File: config.mk
export PLATFORM = sky130hd
export DESIGN_NAME = mc_fetch_unit
export DESIGN_NICKNAME = d
export VERILOG_FILES = /design/src/rtl/core_pkg.sv /design/src/rtl/mc_npc_gen.sv /design/src/rtl/mc_fetch_unit.sv
export SDC_FILE = /design/constraint.sdc
export NUM_CORES = 1
export LEC_CHECK = 0
export BUFFER_PORTS_ARGS = -buffer_cell sky130_fd_sc_hd__buf_2
export CORE_MARGIN = 8
export CORE_UTILIZATION = 45
export DETAILED_ROUTE_END_ITERATION = 10
export GPL_ROUTABILITY_DRIVEN = 0
export PLACE_DENSITY = 0.82
export SLEW_MARGIN = 20
export SYNTH_ARGS = -nofsm -noshare
export SYNTH_HDL_FRONTEND = slang
export SYNTH_HIERARCHICAL = 1
export SYNTH_SLANG_ARGS = --single-unit
File: constraint.sdc
create_clock -name clk -period 2.05 [get_ports clk]
set_input_delay 0.3075 -clock clk [delete_from_list [all_inputs] [get_ports clk]]
set_output_delay 0.3075 -clock clk [all_outputs]
set_load 0.05 [all_outputs]
File: src/rtl/core_pkg.sv
// Shared definitions for the multi-cycle core front end:
// fetch state encoding, reset PC and presented-instruction bundle.
package core_pkg;

    typedef enum logic [1:0] {
        FS_REQ  = 2'd0,
        FS_WAIT = 2'd1,
        FS_HOLD = 2'd2,
        FS_BUSY = 2'd3
    } fs_state_e;

    localparam logic [31:0] RESET_PC_DEF = 32'h1c00_0000;
    localparam logic [31:0] NOP_INST     = 32'h0340_0000;

    typedef struct packed {
        logic [31:0] pc;
        logic [31:0] inst;
        logic        adef;
    } fs_out_t;

    function automatic logic pc_misaligned(input logic [31:0] pc);
        return pc[1:0] != 2'b00;
    endfunction

endpackage

File: src/rtl/mc_npc_gen.sv
// Next-PC select for the fetch stage: sequential or redirect,
// plus the word-alignment check on the current PC.
module mc_npc_gen
    import core_pkg::*;
(
    input  logic [31:0] pc,
    input  logic        br_taken,
    input  logic [31:0] br_target,
    output logic [31:0] npc,
    output logic        pc_adef
);

    logic [31:0] seq_pc;

    assign seq_pc  = pc + 32'd4;
    assign npc     = br_taken ? br_target : seq_pc;
    assign pc_adef = pc_misaligned(pc);

endmodule

File: src/rtl/mc_fetch_unit.sv
// Multi-cycle instruction fetch stage: owns the PC, reads the
// instruction SRAM and presents one instruction at a time to decode.
module mc_fetch_unit
    import core_pkg::*;
#(
    parameter logic [31:0] RESET_PC = RESET_PC_DEF,
    parameter int          CNT_W    = 32
) (
    input  logic             clk,
    input  logic             resetn,
    output logic             inst_sram_en,
    output logic             inst_sram_we,
    output logic [31:0]      inst_sram_addr,
    output logic [31:0]      inst_sram_wdata,
    input  logic [31:0]      inst_sram_rdata,
    output logic             fs_valid,
    output logic [31:0]      fs_pc,
    output logic [31:0]      fs_inst,
    output logic             fs_adef,
    input  logic             ds_ready,
    input  logic             commit_valid,
    input  logic             commit_br_taken,
    input  logic [31:0]      commit_br_target,
    output logic [CNT_W-1:0] fetch_cnt
);

    fs_state_e   state;
    logic [31:0] pc;
    logic [31:0] npc;
    logic        pc_adef;
    fs_out_t     fs_out;
    logic        fs_vld;

    mc_npc_gen u_npc_gen (
        .pc        (pc),
        .br_taken  (commit_br_taken),
        .br_target (commit_br_target),
        .npc       (npc),
        .pc_adef   (pc_adef)
    );

    // A misaligned PC never reaches the SRAM; the fault is presented instead.
    assign inst_sram_en    = resetn & (state == FS_REQ) & ~pc_adef;
    assign inst_sram_we    = 1'b0;
    assign inst_sram_addr  = pc;
    assign inst_sram_wdata = 32'd0;

    assign fs_valid = fs_vld;
    assign fs_pc    = fs_out.pc;
    assign fs_inst  = fs_out.inst;
    assign fs_adef  = fs_out.adef;

    always_ff @(posedge clk) begin
        if (!resetn) begin
            state     <= FS_REQ;
            pc        <= RESET_PC;
            fs_vld    <= 1'b0;
            fs_out    <= '0;
            fetch_cnt <= '0;
        end else begin
            unique case (state)
                FS_REQ: begin
                    if (pc_adef) begin
                        fs_out <= '{pc: pc, inst: 32'd0, adef: 1'b1};
                        fs_vld <= 1'b1;
                        state  <= FS_HOLD;
                    end else begin
                        state  <= FS_WAIT;
                    end
                end
                FS_WAIT: begin
                    fs_out <= '{pc: pc, inst: inst_sram_rdata, adef: 1'b0};
                    fs_vld <= 1'b1;
                    state  <= FS_HOLD;
                end
                FS_HOLD: begin
                    if (ds_ready) begin
                        fs_vld    <= 1'b0;
                        fetch_cnt <= fetch_cnt + CNT_W'(1);
                        state     <= FS_BUSY;
                    end
                end
                FS_BUSY: begin
                    if (commit_valid) begin
                        pc    <= npc;
                        state <= FS_REQ;
                    end
                end
                default: state <= FS_REQ;
            endcase
        end
    end

endmodule

==> metrics.yaml <==
run_status:
  outcome: "completed"
sta:
  period_share: 0.9748
  tns_ns: 0
  relSlewSlack: 0.5423
  max_freq_mhz: 500.4
  final-max-slew-violation-count: 0
  rsz0062_at_grt: "true"
  setup_viol: 0
  hold_viol: 0
  worst_pin_slew_ns: 0.6865
  post-route-min-period_ns: 1.998
  fin_skew_ns: 0.01311
logic_synthesis:
  synth_top_area_frac: 0.4205
  synth.most_common_cell: "nand2_1"
  ys_seq_elements: 132
  synth_cells: 793
  synth_top_family_by_area: "simple AND/OR/NAND/NOR gates"
  yosys.area_share.simple: 0.2546
  yosysWarnings: 6
  netlist_area_mm2: 0.006285
  yosys.area_share.xor_xnor: 0.03205
  synth-seq-area-share: 0.4205
  post_synth_fa_ha_maj_area_fraction: 0.01593
  synth_cell_types: 45
  yosys.area.top_type: "dfxtp_1"
  synth_ff_type: "dfxtp_1"
  synth_edf_count: 0
  synth-compound-area-share: 0.1738
  yosys-top-cells-area: "dfxtp_1, nand2_1, a21oi_1"
  syn_area_per_cell_um2: 7.925
  netlist_top_cells_count: "nand2_1, dfxtp_1, a21oi_1"
  async_reset_ff_frac: 0
  synth_mux_area_frac: 0.01195
run:
  maxCapViolations: 0
clock_network:
  clk_pin_slew_ns: 0.06
  cts.htree.levels: 4
  tritoncts: "built"
  cts.sinks: 132
  ctsHoldBuffers: 0
  cts-root-buf: "clkbuf_16"
  insertion_delay_ns: 0.42
  cts_buffer_depth: 2
  numCtsBuffers: 17
grt:
  grt_usage: 0.2065
  grt_max_degree: 60
  grt_pass1_vias: 6124
  grt.overflow.total: 0
  antenna_found_initial: 1
  grt_first_pass_wirelength_um: 30500
route:
  drt_wl_total_um: 19180
  post_drt_via_cell_ratio: 5.338
  num_vias: 6384
  drc_errors: 0
  drt_iter0_drc: 421
  drt.antenna.violating_nets: 0
  dr.pass1.iters: 5
  wire_per_inst_um: 16.04
placement:
  dp_hpwl_um: 13170
  place_area_mm2: 0.007586
  io_buffers: 199
power_and_ir_drop:
  p_per_area_mw_per_mm2: 1035
  p_total_mw: 8.651
  power.leakage_nw: 3.544
  vdd_ir_drop_max_uv: 857.7
worst_setup_path:
  crit_start: "state[0]"
  worst_setup_path_start_kind: "register"
  path_class: "reg2reg"
  cp.required_ns: 2.40
  worstSetupEndpointType: "register"
  r2r_start: "state[0]"
  critPathArrivalTime_ns: 2.35
  crit_fanout: 8
final_layout:
  n_fill_cell: 1238
  stdcell_area_mm2: 0.008361
  diodes: 0
  fin_nets: 1080
  areaGrowthSynthToFinish_pct: 33.03
  drive_above_1_share: 0.3435
  final_core_util: 0.6070
die:
  rows: 43
  coreArea_mm2: 0.01377
  fp.dieH_um: 134.2
  start_util: 0.4563
  boundaryPins: 233
  die_w_um: 134.2
  dieArea_mm2: 0.01800
hold_path:
  hp-start: "inst_sram_rdata[9]"
  hold_path.class: "in2reg"
cell type report:
cell class	instances	area [µm²]	area share
clock buffer	26	530.5	0.06345
clock inverter	6	87.58	0.01048
inverter	17	66.31	0.007932
multi-input combinational	586	3292	0.3937
sequential	132	2718	0.3251
tap	180	225.2	0.02694
timing repair buffer	249	1441	0.1724
state kept, by name, indices dropped and copies added (netlist names):
name and flops:
fetch_cnt 32, fs_adef 1, fs_inst 32, fs_pc 32, fs_valid 1, inst_sram_addr 32, state 2
cells in the final DEF (no fill, tap or decap), types with 18 or more instances in the layout:
cell,instances
buf_4,43
a21oi_1,80
o31ai_1,25
o21ai_0,19
or4_1,26
nand3_1,21
a22oi_1,32
nand2_1,163
dfxtp_1,90
clkbuf_16,18
nor2_1,60
conb_1,33
buf_2,199
dfxtp_2,33
logic make-up after synthesis:
group / Yosys count
AO/OA/AOI/OAI: 181
buffers and inverters: 107
XOR/XNOR: 23
AND/OR/NAND/NOR: 334
other: 1
flip-flops: 132
adder cells (fa/ha/maj): 8
multiplexers: 7
layer usage:
layer,part of all wire,up-vias,track usage,wire length [µm]
li1,-,3127,-,-
met1,0.42,3027,0.2410,7961
met2,0.48,210,0.3412,9288
met3,0.088,18,0.08601,1679
met4,0.012,2,0.05490,237
met5,0.00063,-,0,12
power breakdown:
part,leakage (nW),switching [mW],internal [mW]
clock network,0.302,1.12,2.03
logic,2.15,1.83,0.767
registers,1.09,0.132,2.78
worst max-delay path, cell delays in order (launching register included):
cell and delay (ns):
dfxtp_2 0.32, inv_2 0.07, ha_4 0.14, nand3_2 0.08
or4_4 0.52, buf_6 0.15, or4_4 0.51, a21oi_2 0.15
repair_timing:
item | in CTS | in global routing
gates resized for setup | 9 | 11
buffers inserted | 2 | 7
pin swaps | 1 | 6
endpoints found under the setup margin | 2 | 20
gates cloned | 0 | 1
hold endpoints to repair | 0 | 0
final timing paths:
kind	endpoint	slack [ns]	cells past startpoint
worst min-delay path	fs_inst[9]	0.12	3
worst min register to register	fs_pc[14]	0.45	2
worst max register to register	fetch_cnt[22]	0.05	7
worst max-delay path	fetch_cnt[22]	0.05	7
through the flow:
step                      setup slack (ns)  hold slack [ns]  std cells
after floorplan                   -0.02117           0.4558        825
after global placement             0.06071           0.4360       1154
after detailed placement          0.005688           0.4396       1154
after CTS                          0.01504           0.1107       1188
after global routing              -0.02047           0.1062       1196
final                              0.05169           0.1242       1196
(Power assumes the default switching activity.)
